### src/rtl/fetch_unit.sv
// Instruction fetch stage: one outstanding imem request, stall hold buffer, redirect squashing.
// Optional performance counters are enabled with FETCH_PERF_CNT_EN.
module fetch_unit #(
    parameter logic [31:0] RESET_PC = 32'h0000_0000
) (
    input  logic        clk,
    input  logic        reset,
    input  logic        stall,
    input  logic        redirect,
    input  logic [31:0] redirectPc,
    output logic        imemReq,
    output logic [31:0] imemAddr,
    input  logic        imemGnt,
    input  logic        imemRvalid,
    input  logic [31:0] imemRdata,
    output logic [31:0] pc,
    output logic [31:0] pcAdd4,
    output logic [31:0] inst,
    output logic        instValid
`ifdef FETCH_PERF_CNT_EN
    ,
    output logic [31:0] fetchCount,
    output logic [31:0] stallCycles
`endif
);

    typedef enum logic [1:0] {StFetch, StWait, StHold} state_e;

    state_e      r_state;
    logic [31:0] r_fetch_pc;
    logic [31:0] r_req_pc;
    logic        r_discard;
    logic [31:0] r_hold_inst;
    logic [31:0] r_pc;
    logic [31:0] r_pc_add4;
    logic [31:0] r_inst;
    logic        r_inst_valid;

    logic        w_deliver;
    logic [31:0] w_deliver_inst;
    logic [31:0] w_req_pc_add4;

    assign w_req_pc_add4 = r_req_pc + 32'd4;

    // A delivery happens from WAIT (fresh response) or HOLD (buffered response), never on redirect.
    assign w_deliver = !redirect && !stall &&
                       ((r_state == StWait && imemRvalid && !r_discard) || (r_state == StHold));
    assign w_deliver_inst = (r_state == StHold) ? r_hold_inst : imemRdata;

    assign imemReq   = (r_state == StFetch);
    assign imemAddr  = r_fetch_pc & 32'hFFFF_FFFC;
    assign pc        = r_pc;
    assign pcAdd4    = r_pc_add4;
    assign inst      = r_inst;
    assign instValid = r_inst_valid;

    always_ff @(posedge clk or posedge reset) begin
        if (reset) begin
            r_state      <= StFetch;
            r_fetch_pc   <= RESET_PC;
            r_req_pc     <= 32'd0;
            r_discard    <= 1'b0;
            r_hold_inst  <= 32'd0;
            r_pc         <= 32'd0;
            r_pc_add4    <= 32'd0;
            r_inst       <= 32'd0;
            r_inst_valid <= 1'b0;
        end else begin
            // Bubble unless a delivery overrides it below.
            r_pc         <= 32'd0;
            r_pc_add4    <= 32'd0;
            r_inst       <= 32'd0;
            r_inst_valid <= 1'b0;
            if (w_deliver) begin
                r_pc         <= r_req_pc;
                r_pc_add4    <= w_req_pc_add4;
                r_inst       <= w_deliver_inst;
                r_inst_valid <= 1'b1;
                r_fetch_pc   <= w_req_pc_add4;
                r_state      <= StFetch;
            end else if (redirect) begin
                r_fetch_pc <= redirectPc & 32'hFFFF_FFFC;
                unique case (r_state)
                    StFetch: begin
                        // A grant in the redirect cycle is still outstanding and must be squashed.
                        if (imemGnt) begin
                            r_req_pc  <= r_fetch_pc;
                            r_discard <= 1'b1;
                            r_state   <= StWait;
                        end
                    end
                    StWait: begin
                        if (imemRvalid) begin
                            r_discard <= 1'b0;
                            r_state   <= StFetch;
                        end else begin
                            r_discard <= 1'b1;
                        end
                    end
                    StHold:  r_state <= StFetch;
                    default: r_state <= StFetch;
                endcase
            end else begin
                unique case (r_state)
                    StFetch: begin
                        if (imemGnt) begin
                            r_req_pc <= r_fetch_pc;
                            r_state  <= StWait;
                        end
                    end
                    StWait: begin
                        if (imemRvalid) begin
                            if (r_discard) begin
                                r_discard <= 1'b0;
                                r_state   <= StFetch;
                            end else if (stall) begin
                                r_hold_inst <= imemRdata;
                                r_state     <= StHold;
                            end
                        end
                    end
                    StHold:  r_state <= StHold;
                    default: r_state <= StFetch;
                endcase
            end
        end
    end

`ifdef FETCH_PERF_CNT_EN
    logic [31:0] r_fetch_count;
    logic [31:0] r_stall_cycles;

    assign fetchCount  = r_fetch_count;
    assign stallCycles = r_stall_cycles;

    always_ff @(posedge clk or posedge reset) begin
        if (reset) begin
            r_fetch_count  <= 32'd0;
            r_stall_cycles <= 32'd0;
        end else begin
            if (w_deliver) begin
                r_fetch_count <= r_fetch_count + 32'd1;
            end
            if (r_state == StHold) begin
                r_stall_cycles <= r_stall_cycles + 32'd1;
            end
        end
    end
`endif

endmodule

### config.mk
export PLATFORM = sky130hd
export DESIGN_NAME = fetch_unit
export DESIGN_NICKNAME = d
export VERILOG_FILES = /design/src/rtl/fetch_unit.sv
export SDC_FILE = /design/constraint.sdc
export NUM_CORES = 1
export LEC_CHECK = 0
export ABC_AREA = 1
export BUFFER_PORTS_ARGS = -buffer_cell sky130_fd_sc_hd__buf_4
export CAP_MARGIN = 10
export CORE_ASPECT_RATIO = 1.4
export CORE_MARGIN = 5
export CORE_UTILIZATION = 45
export CTS_BUF_LIST = sky130_fd_sc_hd__clkbuf_8
export CTS_CLUSTER_SIZE = 12
export DETAILED_ROUTE_END_ITERATION = 12
export PLACE_DENSITY = 0.78
export SYNTH_ARGS = -nofsm -noshare
export SYNTH_HDL_FRONTEND = slang
export SYNTH_SLANG_ARGS = --single-unit
### constraint.sdc
create_clock -name clk -period 8.3 [get_ports clk]
set_input_delay 1.66 -clock clk [delete_from_list [all_inputs] [get_ports clk]]
set_output_delay 1.66 -clock clk [all_outputs]
set_load 0.02 [all_outputs]
## After elaboration in Yosys (flattened, before gate mapping)

Index checks and enable logic that the tools add are counted.
W data, S select, Z words.

| word-level totals | value |
|---|---|
| bits in registers | 196 |
| input bits | 70 |
| output and inout bits | 130 |
| word-level logic and storage cells | 57 |

| operators by class | value |
|---|---|
| $add $sub $neg | 1 |
| eq/ne operators | 5 |
| muxes and demuxes | 22 |
| bitwise logic cells | 3 |
| reductions and logical operators | 17 |

Operators with widths:

| operator | count |
|---|---|
| $mux W32 | 6 |
| $add A32 B3 Y32 const B | 1 |
| $mux W2 | 7 |
| $reduce_bool A2 Y1 | 4 |
| $mux W1 | 6 |
| $pmux W2 S3 | 1 |
| $reduce_and A6 Y1 | 1 |
| $ne A5 B5 Y1 const B | 1 |
| $reduce_and A5 Y1 | 1 |
| $logic_and A1 B1 Y1 | 4 |
| $pmux W2 S2 | 1 |
| $logic_not A1 Y1 | 3 |
| $ne A3 B2 Y1 const B | 1 |
| $ne A3 B3 Y1 const B | 1 |
| $not A1 Y1 | 3 |
| $reduce_and A3 Y1 | 1 |
| $eq A2 B1 Y1 const B | 1 |
| $eq A2 B2 Y1 const B | 1 |
| $logic_not A2 Y1 | 1 |
| $pmux W1 S2 | 1 |
| $reduce_and A2 Y1 | 1 |
| $logic_or A1 B1 Y1 | 1 |

## Depth between registers and ports, before layout

Gate-level depths: netlist of the first run.

| logic depth | value |
|---|---|
| word-level depth | 7 |
| gate-level depth with buffers | 12 |
| depth with buffers taken out | 10 |

## Worst setup path before layout of the first run

No wires, ideal clock.

| timing | value |
|---|---|
| path kind | in2reg |
| start point | in redirect |
| end point | reg r_hold_inst[19] |
| library setup time | 0.125 ns |
| data arrival time | 2.550 ns |
| required time | 8.175 ns |
| path slack | 5.625 ns |
| stages | 5 |
| path buffers | 1 |
| path through | inv_1 nand2_1 nor2_4 buf_4 mux2_2 |

| between the ends | value |
|---|---|
| longest elaborated chain between the ends | 5 |
| elaborated cells between the ends (all ways) | 6 |
| classes of those cells | bitwise: 2; reduce/logical: 4 |

Ends and longest elaborated chain:

| what | RTL line | source |
|---|---|---|
| start, declared | 9 | `input logic redirect,` |
| $logic_not A1 Y1 | 46 | `assign w_deliver = !redirect && !stall &&` |
| $logic_and A1 B1 Y1 (2 in series) | 46 |  |
| $not A1 Y1 (no line) | n/a |  |
| $reduce_and A6 Y1 (no line) (*) | n/a |  |
| end signal, assigned | 117 | `r_hold_inst <= imemRdata;` |
| end, declared | 33 | `logic [31:0] r_hold_inst;` |

Mark *: on every way between the ends. The rest lies on a longest branch, timed or not.
A chain may end at the register's enable or synchronous reset.

## Final worst setup path of the first run

| timing | value |
|---|---|
| start point | in imemRvalid |
| end point | reg r_fetch_pc[3] |

| between the ends | value |
|---|---|
| longest elaborated chain between the ends | 5 |
| elaborated cells between the ends (all ways) | 6 |
| classes of those cells | mux: 1; reduce/logical: 5 |

Ends and longest elaborated chain:

| what | RTL line | source |
|---|---|---|
| start, declared | 14 | `input logic imemRvalid,` |
| $logic_and A1 B1 Y1 (*) (2 in series) | 47 | `((r_state == StWait && imemRvalid && !r_discard) \|\| (r_state == StHold));` |
| $logic_or A1 B1 Y1 (*) | 47 |  |
| $logic_and A1 B1 Y1 (*) | 46 |  |
| $mux W32 / $reduce_bool A2 Y1 (equally long branches) | n/a |  |
| end signal, assigned | 79 | `r_fetch_pc <= w_req_pc_add4;` |
| end signal, assigned | 82 | `r_fetch_pc <= redirectPc & 32'hFFFF_FFFC;` |
| end, declared | 30 | `logic [31:0] r_fetch_pc;` |

Marks and branches as above.

==> results of run 1 <==
[power by group through the flow]
stage | Clock [W] | Sequential [W] | Combinational, W
finish | 0.000582 | 0.00131 | 0.000814
global route | 0.000641 | 0.00134 | 0.000913
CTS | 0.000601 | 0.00131 | 0.000824
detailed placement | 0 | 0.00133 | 0.000820
global placement | 0 | 0.00132 | 0.000799
floorplan | 0 | 0.00132 | 0.000589
[stage by stage]
stage                     hold slack, ns  cells
final                              0.504   1292
after detailed placement           0.486   1260
after global placement             0.468   1260
after CTS                          0.510   1292
after global routing               0.534   1292
after floorplan                    0.453    889
[Yosys cell counts (all sizes together)]
cell	number	share of area
a21boi	1	0.0014
a21oi	77	0.048
and2	2	0.0015
buf	58	0.051
clkbuf	16	0.0075
conb	1	0.00045
dfrtp	194	0.58
ha	1	0.0015
inv	91	0.041
mux2	32	0.043
nand2	161	0.076
nand3	71	0.047
nand4	1	0.00075
nor2	125	0.060
nor3	2	0.0012
nor3b	1	0.0015
o211ai	1	0.00090
o21ai	44	0.026
o22ai	3	0.0023
xor2	6	0.0063
[sequential cells by signal (all words and copies together), names as in the netlist]
name,count
r_hold_inst,32
r_discard,1
inst,32
r_req_pc,32
pc,30
pcAdd4,32
r_fetch_pc,32
r_state,2
instValid,1
[cell families after synthesis]
group | Yosys count
AOI/OAI and AO/OA | 126
xor gates and xnor gates | 6
adders and majority gates | 1
buffers and inverters | 165
DFF | 194
muxes | 32
other | 1
and+or+nand+nor | 363
[cell type report]
| class | instances | area (um2) | share of cell area |
|---|---|---|---|
| sequential | 194 | 4850 | 0.483 |
| inverter | 91 | 352 | 0.0350 |
| timing repair buffer | 201 | 1510 | 0.150 |
| tap | 244 | 305 | 0.0304 |
| multi-input combinational | 530 | 2660 | 0.264 |
| clock inverter | 14 | 128 | 0.0127 |
| clock buffer | 18 | 248 | 0.0246 |
[worst min path at each step]
| stage | from | to | slack [ns] |
|---|---|---|---|
| after floorplan | r_req_pc[0] | r_req_pc[0] | 0.45 |
| after global placement | r_req_pc[1] | r_req_pc[1] | 0.47 |
| after detailed placement | r_hold_inst[22] | r_hold_inst[22] | 0.49 |
| after CTS | r_hold_inst[22] | r_hold_inst[22] | 0.51 |
| after global routing | r_hold_inst[27] | r_hold_inst[27] | 0.53 |
| final | r_hold_inst[22] | r_hold_inst[22] | 0.50 |
[routing by layer]
metal  vias up  wire length, um  GRT usage
met5         -                0          0
met4         0              629     0.0858
met3        35             1350     0.0640
met2       190            10800      0.346
met1      3064             7690      0.207
li1       3062                -          -
==> results.yml, run 1 <==
detailed_routing:
  drt_iter0_markers: 363
  drt-pass1-iter-count: 5
  vias: 6351
  route.detailed.drc: 0
  post_drt_wl_per_cell_um: 15.8
  ant_nets: 0
  wirelength_mm: 20.5
  viasPerCell: 4.92
timing:
  fin_tns_setup_ns: 0
  drv_slew: 0
  setup_viol: 0
  fin_crit_ns: 3.18
  finalClockSkew_ns: 0.0124
  fin_crit_sh: 0.383
  clock.fmax_mhz: 315
  worst_slack_ns: 5.12
  worst_pin_slew_ns: 1.04
  slew_headroom: 0.302
  hold_violations: 0
  grt_setup_unrepaired: "no"
floorplan:
  ioPinCount: 200
  rows: 59
  coreArea_um2: 18400
  die_x_um: 125
  die_h_um: 171
  dieArea_um2: 21400
  start_util: 0.453
cts:
  numCtsBuffers: 17
  cts-resized-gates: 0
  clk_latency_ns: 0.46
  cts_root_buf: "clkbuf_8"
  clock-sinks: 194
  clock_path_buffers: 2
  cts_tree: "yes"
  htree_levels: 4
  ctsHoldBuffers: 0
  cts.reportedPaths.clkPinSlew_ns: 0.10
  postCtsSetupBuffers: 0
power:
  seqPwrFrac: 0.484
  powerDensity_nw_per_um2: 269
  leakage_nw: 5.37
  ir_worst_vdd_uv: 165
  p_total_w: 0.00271
  power_frac_comb: 0.301
  internal-power_w: 0.00168
  p_sw_frac: 0.380
  pwr-share-clk: 0.215
  p_sw_w: 0.00103
global_routing:
  grt_usage: 0.193
  grt_overflow_total: 0
  grt_max_degree: 116
  grt_pass1_wl_mm: 32.6
  grt_pass1_vias: 6320
  antenna_found_initial: 0
yosys:
  ys_warn_count: 0
  synth_top_family_by_area: "simple AND/OR/NAND/NOR gates"
  yosysUniqueCellTypes: 35
  avgSynthCellArea_um2: 9.38
  synthSimpleGateAreaFrac: 0.187
  ys_seq_elements: 194
  syn_inst: 888
  synth_mux_area_frac: 0.0433
  ys_seq_area_frac: 0.583
  syn_area_um2: 8330
  synth_adder_area_share: 0.00150
  synth-compound-area-share: 0.0786
  synthXorXnorAreaFrac: 0.00631
worst_setup_path:
  endpoint_kind: "flop"
  setup.worst_path.end: "r_fetch_pc[3]"
  cp_num_cells: 9
  reg2reg_to: "r_fetch_pc[10]"
  crit_arrival_ns: 3.53
  rr_worst_depth: 8
  rr_startpoint: "r_state[0]"
  critPathMaxStageDelay_ns: 0.63
  crit_type: "input pin to flop"
  path_buf_inv: 3
  critPathRequiredTime_ns: 8.65
  crit_start: "imemRvalid"
  startpoint_type: "input pin"
  worst-r2r-setup-slack_ns: 5.46
  critPathTopFamily: "simple AND/OR/NAND/NOR gates"
  crit_slowest_cell: "nand2_2"
  worstPathCellList: "buf_4 > inv_1 > nor2_4 > nand2_4 > nand2_2 > nand2_4 > nand2_2 > o22ai_1 > inv_1"
  cp_max_fo: 47
layout:
  drive_above_1_share: 0.280
  layout_common_cells: "buf_4 (201), dfrtp_1 (194), nand2_1 (154)"
  finish.instance_area_um2: 10100
  area_growth_pct: 20.7
  final_common_cell: "buf_4"
  diodes: 0
  nNetsFinal: 1106
  final_util: 0.547
  fillers: 1645
placement:
  pre_cts_slack_ns: 4.54
  io_buffers: 195
  dpl_cell_area_um2: 9680
  place_congestion: 0.903
  place_hpwl_mm: 14.2
job:
  max_cap_violations: 0
worst_hold_path:
  whs_path_depth: 1
  hold_class: "flop to flop"
run_status:
  status: "finished, final reports clean"
No activity file was read; power rests on OpenSTA's default activity.
==> run 2: changes to the inputs <==
Clock period 8.3 ns to 3 ns, I/O delays scaled along.
==> run 2 against run 1 <==
Final cell count increased by 0.62%; sequential power increased to 2.8 times the previous value; combinational power increased to 2.8 times the previous value; largest cell class unchanged; critical path depth decreased by 6; routed wire length increased by 1.2%; worst setup slack got worse by 4.3 ns; total power increased to 3.0 times the previous value; count of clock-buffer cells in the layout unchanged; clock power increased to 3.6 times the previous value; core utilization increased by 1.3 points; highest routed layer unchanged; non-clock buffer count increased by 8.
==> results.yml, run 2 (same netlist as run 1, synthesis figures left out) <==
worst_setup_path:
  cp_num_cells: 3
  crit_type: "flop to primary output"
  cpMostUsedCell: "buf_4"
  startpoint_type: "flop"
  worstPathCellList: "buf_4 > nor2_1 > buf_4"
  crit_slowest_cell: "dfrtp_1"
  critPathTopFamily: "buffers and inverters"
  worst-r2r-setup-slack_ns: 1.01
  path_buf_inv: 2
  endpoint_kind: "primary output"
  crit_arrival_ns: 1.57
  reg2reg_to: "r_req_pc[20]"
  rr_startpoint: "r_state[1]"
  setup.worst_path.end: "imemReq"
  critPathMaxStageDelay_ns: 0.42
  crit_start: "r_state[1]"
  cp_max_fo: 34
  critPathRequiredTime_ns: 2.40
  rr_worst_depth: 6
global_routing:
  grt_usage: 0.194
  grt_pass1_wl_mm: 32.9
  grt_overflow_total: 0
  grt_max_degree: 54
  antenna_found_initial: 0
  grt_pass1_vias: 6401
cts:
  clock_path_buffers: 2
  cts.reportedPaths.clkPinSlew_ns: 0.10
  htree_levels: 4
  ctsHoldBuffers: 0
  numCtsBuffers: 17
  clk_latency_ns: 0.46
  cts-resized-gates: 0
  postCtsSetupBuffers: 0
  clock-sinks: 194
  cts_tree: "yes"
  cts_root_buf: "clkbuf_8"
layout:
  final_common_cell: "buf_4"
  nNetsFinal: 1114
  fillers: 1635
  drive_above_1_share: 0.285
  final_util: 0.560
  diodes: 0
  area_growth_pct: 23.5
  layout_common_cells: "buf_4 (204), dfrtp_1 (194), nand2_1 (154)"
worst_hold_path:
  hold_class: "input pin to async pin"
power:
  powerDensity_nw_per_um2: 777
  p_total_w: 0.00800
  leakage_nw: 5.49
  ir_worst_vdd_uv: 466
placement:
  place_hpwl_mm: 14.8
  place_congestion: 0.940
  io_buffers: 195
floorplan:
  die_x_um: 125
  start_util: 0.453
  rows: 59
  die_h_um: 171
  dieArea_um2: 21400
  coreArea_um2: 18400
  ioPinCount: 200
job:
  max_cap_violations: 0
timing:
  fin_crit_ns: 2.17
  worst_pin_slew_ns: 0.690
  fin_crit_sh: 0.723
  clock.fmax_mhz: 461
  hold_violations: 0
  slew_headroom: 0.538
  finalClockSkew_ns: 0.0174
  grt_setup_unrepaired: "no"
  setup_viol: 0
  drv_slew: 0
detailed_routing:
  drt-pass1-iter-count: 5
  drt_iter0_markers: 341
  viasPerCell: 4.95
  post_drt_wl_per_cell_um: 15.9
  wirelength_mm: 20.7
  route.detailed.drc: 0
  vias: 6429
  ant_nets: 0
run_status:
  status: "finished, final reports clean"
==> run 2: worst reg2reg max path: stages (launching register included) <==
cell,delay [ns]
dfrtp_1,0.42
buf_4,0.39
nor2_1,0.13
nand2_2,0.52
buf_12,0.27
nor2_1,0.07
a21oi_1,0.12
==> run 2: area by class of cell <==
class	instances	area, um2	share of cell area
Clock buffer	18	248	0.0241
Clock inverter	14	245	0.0238
Inverter	91	348	0.0338
Multi-Input combinational cell	530	2660	0.258
Sequential cell	194	4850	0.472
Tap cell	244	305	0.0297
Timing Repair Buffer	209	1630	0.159
==> run 2: where the power goes <==
| part | leakage (nW) | total, W | internal (W) | switching [W] |
|---|---|---|---|---|
| logic | 2.75 | 0.00229 | 0.000864 | 0.00143 |
| clock network | 0.251 | 0.00207 | 0.00112 | 0.000952 |
| registers | 2.50 | 0.00364 | 0.00318 | 0.000451 |
| total | 5.49 | 0.00800 | 0.00516 | 0.00283 |
==> run 2: metal layers <==
layer  vias up  GRT usage  wire (um)
met5         -          0          0
met4         0     0.0887        753
met3        39     0.0659       1430
met2       192      0.341      10800
met1      3114      0.213       7710
li1       3084          -          -
==> run 2: how the worst min path moves through the flow <==
stage / end / slack [ns]
finish: pc[11] / 0.23
global route: pc[5] / 0.24
CTS: r_req_pc[8] / 0.23
detailed placement: r_hold_inst[22] / 0.49
global placement: r_req_pc[1] / 0.47
floorplan: r_req_pc[0] / 0.45
==> run 2: metrics by stage <==
stage          TNS, ns  std cells  cell area (um2)  hold slack (ns)  worst slack (ns)
2_1_floorplan   -20.26        889             8340            0.453            -0.104
3_3_place_gp         0       1268             9790            0.468             0.753
3_5_place_dp         0       1268             9790            0.487             0.763
4_1_cts              0       1300            10300            0.226             0.789
5_1_grt              0       1300            10300            0.237             0.686
6_report             0       1300            10300            0.230             0.832
==> run 3: changes to the inputs <==
Clock period 3 ns to 2.23 ns, I/O delays scaled along.
==> run 3 against run 2 <==
Critical path depth unchanged; critical path type unchanged; global-route usage increased by 0.36 points; via count decreased by 0.19%; die area unchanged.
==> results.yml, run 3 (same netlist as run 1, synthesis figures left out) <==
run_status:
  status: "finished, final reports clean"
worst_setup_path:
  worst-r2r-setup-slack_ns: 0.35
  rr_worst_depth: 9
  rr_startpoint: "r_req_pc[2]"
  startpoint_type: "flop"
  endpoint_kind: "primary output"
  crit_type: "flop to primary output"
  crit_arrival_ns: 1.59
  cp_max_fo: 34
  critPathRequiredTime_ns: 1.78
  reg2reg_to: "r_fetch_pc[26]"
power:
  seqPwrFrac: 0.487
  internal-power_w: 0.00625
  p_sw_w: 0.00377
  p_sw_frac: 0.376
  power_frac_comb: 0.309
  ir_worst_vdd_uv: 431
  leakage_nw: 5.45
  pwr-share-clk: 0.203
  powerDensity_nw_per_um2: 983
detailed_routing:
  route.detailed.drc: 0
  drt_iter0_markers: 384
  wirelength_mm: 20.9
  drt-pass1-iter-count: 5
  post_drt_wl_per_cell_um: 16.0
  viasPerCell: 4.92
  ant_nets: 0
  vias: 6417
cts:
  clock-sinks: 194
  cts.reportedPaths.clkPinSlew_ns: 0.09
  cts_tree: "yes"
  htree_levels: 4
  cts_root_buf: "clkbuf_8"
  numCtsBuffers: 17
  postCtsSetupBuffers: 0
  clock_path_buffers: 2
  clk_latency_ns: 0.46
layout:
  final_common_cell: "buf_4"
  nNetsFinal: 1117
  layout_common_cells: "buf_4 (203), dfrtp_1 (194), nand2_1 (154)"
  diodes: 0
  area_growth_pct: 22.4
  drive_above_1_share: 0.283
  finish.instance_area_um2: 10200
timing:
  hold_violations: 0
  slew_headroom: 0.666
  fin_crit_sh: 0.912
  worst_pin_slew_ns: 0.501
  fin_tns_setup_ns: 0
  setup_viol: 0
  fin_crit_ns: 2.03
  finalClockSkew_ns: 0.0175
  drv_slew: 0
  clock.fmax_mhz: 492
  grt_setup_unrepaired: "no"
placement:
  dpl_cell_area_um2: 9850
  place_congestion: 0.941
  place_hpwl_mm: 14.6
  io_buffers: 195
floorplan:
  ioPinCount: 200
  die_h_um: 171
  start_util: 0.453
  dieArea_um2: 21400
  rows: 59
  die_x_um: 125
  coreArea_um2: 18400
global_routing:
  grt_overflow_total: 0
  antenna_found_initial: 0
  grt_pass1_vias: 6376
  grt_max_degree: 100
  grt_usage: 0.198
  grt_pass1_wl_mm: 33.4
worst_hold_path:
  whs_path_depth: 2
  worstHoldStart: "imemRdata[22]"
  hold_class: "input pin to flop"
  whs_endpoint: "r_hold_inst[22]"
job:
  max_cap_violations: 0
## run 3: cell types whose count changed in the layout (fill, tap and decap cells not counted), sizes merged
cell         delta
clkinv          +3
buf             +2
clkinvlp        +4
inv             -1
dlygate4sd3     +1
bufinv          -6
## run 3: final cells by class
class | count | area [um2]
clock buffer | 18 | 248
clock inverter | 14 | 91.3
fill | 1654 | 8190
inverter | 91 | 348
multi-input combinational | 530 | 2660
sequential | 194 | 4850
tap | 244 | 305
timing repair buffer | 212 | 1690
## run 3: what timing repair did
item	CTS	global route
gates resized for setup	0	0
endpoints found under the hold margin	11	0
hold buffers	1	0
## run 3: layer usage
metal / global-route usage / wire length, um
met1: 0.220 / 7840
met2: 0.354 / 11200
met3: 0.0600 / 1310
met4: 0.0792 / 530
met5: 0 / 0
## run 3: critical path: stages (launching register included)
cell	delay (ns)
dfrtp_1	0.42
buf_4	0.39
nor2_1	0.14
buf_4	0.19
## run 3: power by group through the flow
stage	logic [W]	registers (W)	clock network, W
global placement	0.00304	0.00491	0
detailed placement	0.00311	0.00494	0
CTS	0.00313	0.00487	0.00211
floorplan	0.00219	0.00490	0
finish	0.00310	0.00488	0.00204
global route	0.00346	0.00499	0.00226
## run 3: stage by stage
stage	worst slack [ns]	utilization	std cells	hold WS, ns	power, W
floorplan	-0.720	-	889	0.453	0.00710
global placement	0.424	0.536	1270	0.468	0.00795
detailed placement	0.347	0.536	1270	0.478	0.00805
CTS	0.152	0.555	1303	0.172	0.0101
global route	0.0646	0.555	1303	0.170	0.0107
finish	0.196	0.555	1303	0.216	0.0100
## run 3: worst max path at each step
stage | depth (start not counted) | slack, ns | start | to
final | 3 | 0.20 | r_state[1] | imemReq
after global routing | 3 | 0.06 | r_state[1] | imemReq
after CTS | 3 | 0.15 | r_state[1] | imemReq
after detailed placement | 9 | 0.35 | r_req_pc[2] | r_fetch_pc[28]
after global placement | 9 | 0.42 | r_req_pc[2] | r_fetch_pc[28]
after floorplan | 1 | -0.72 | reset | instValid
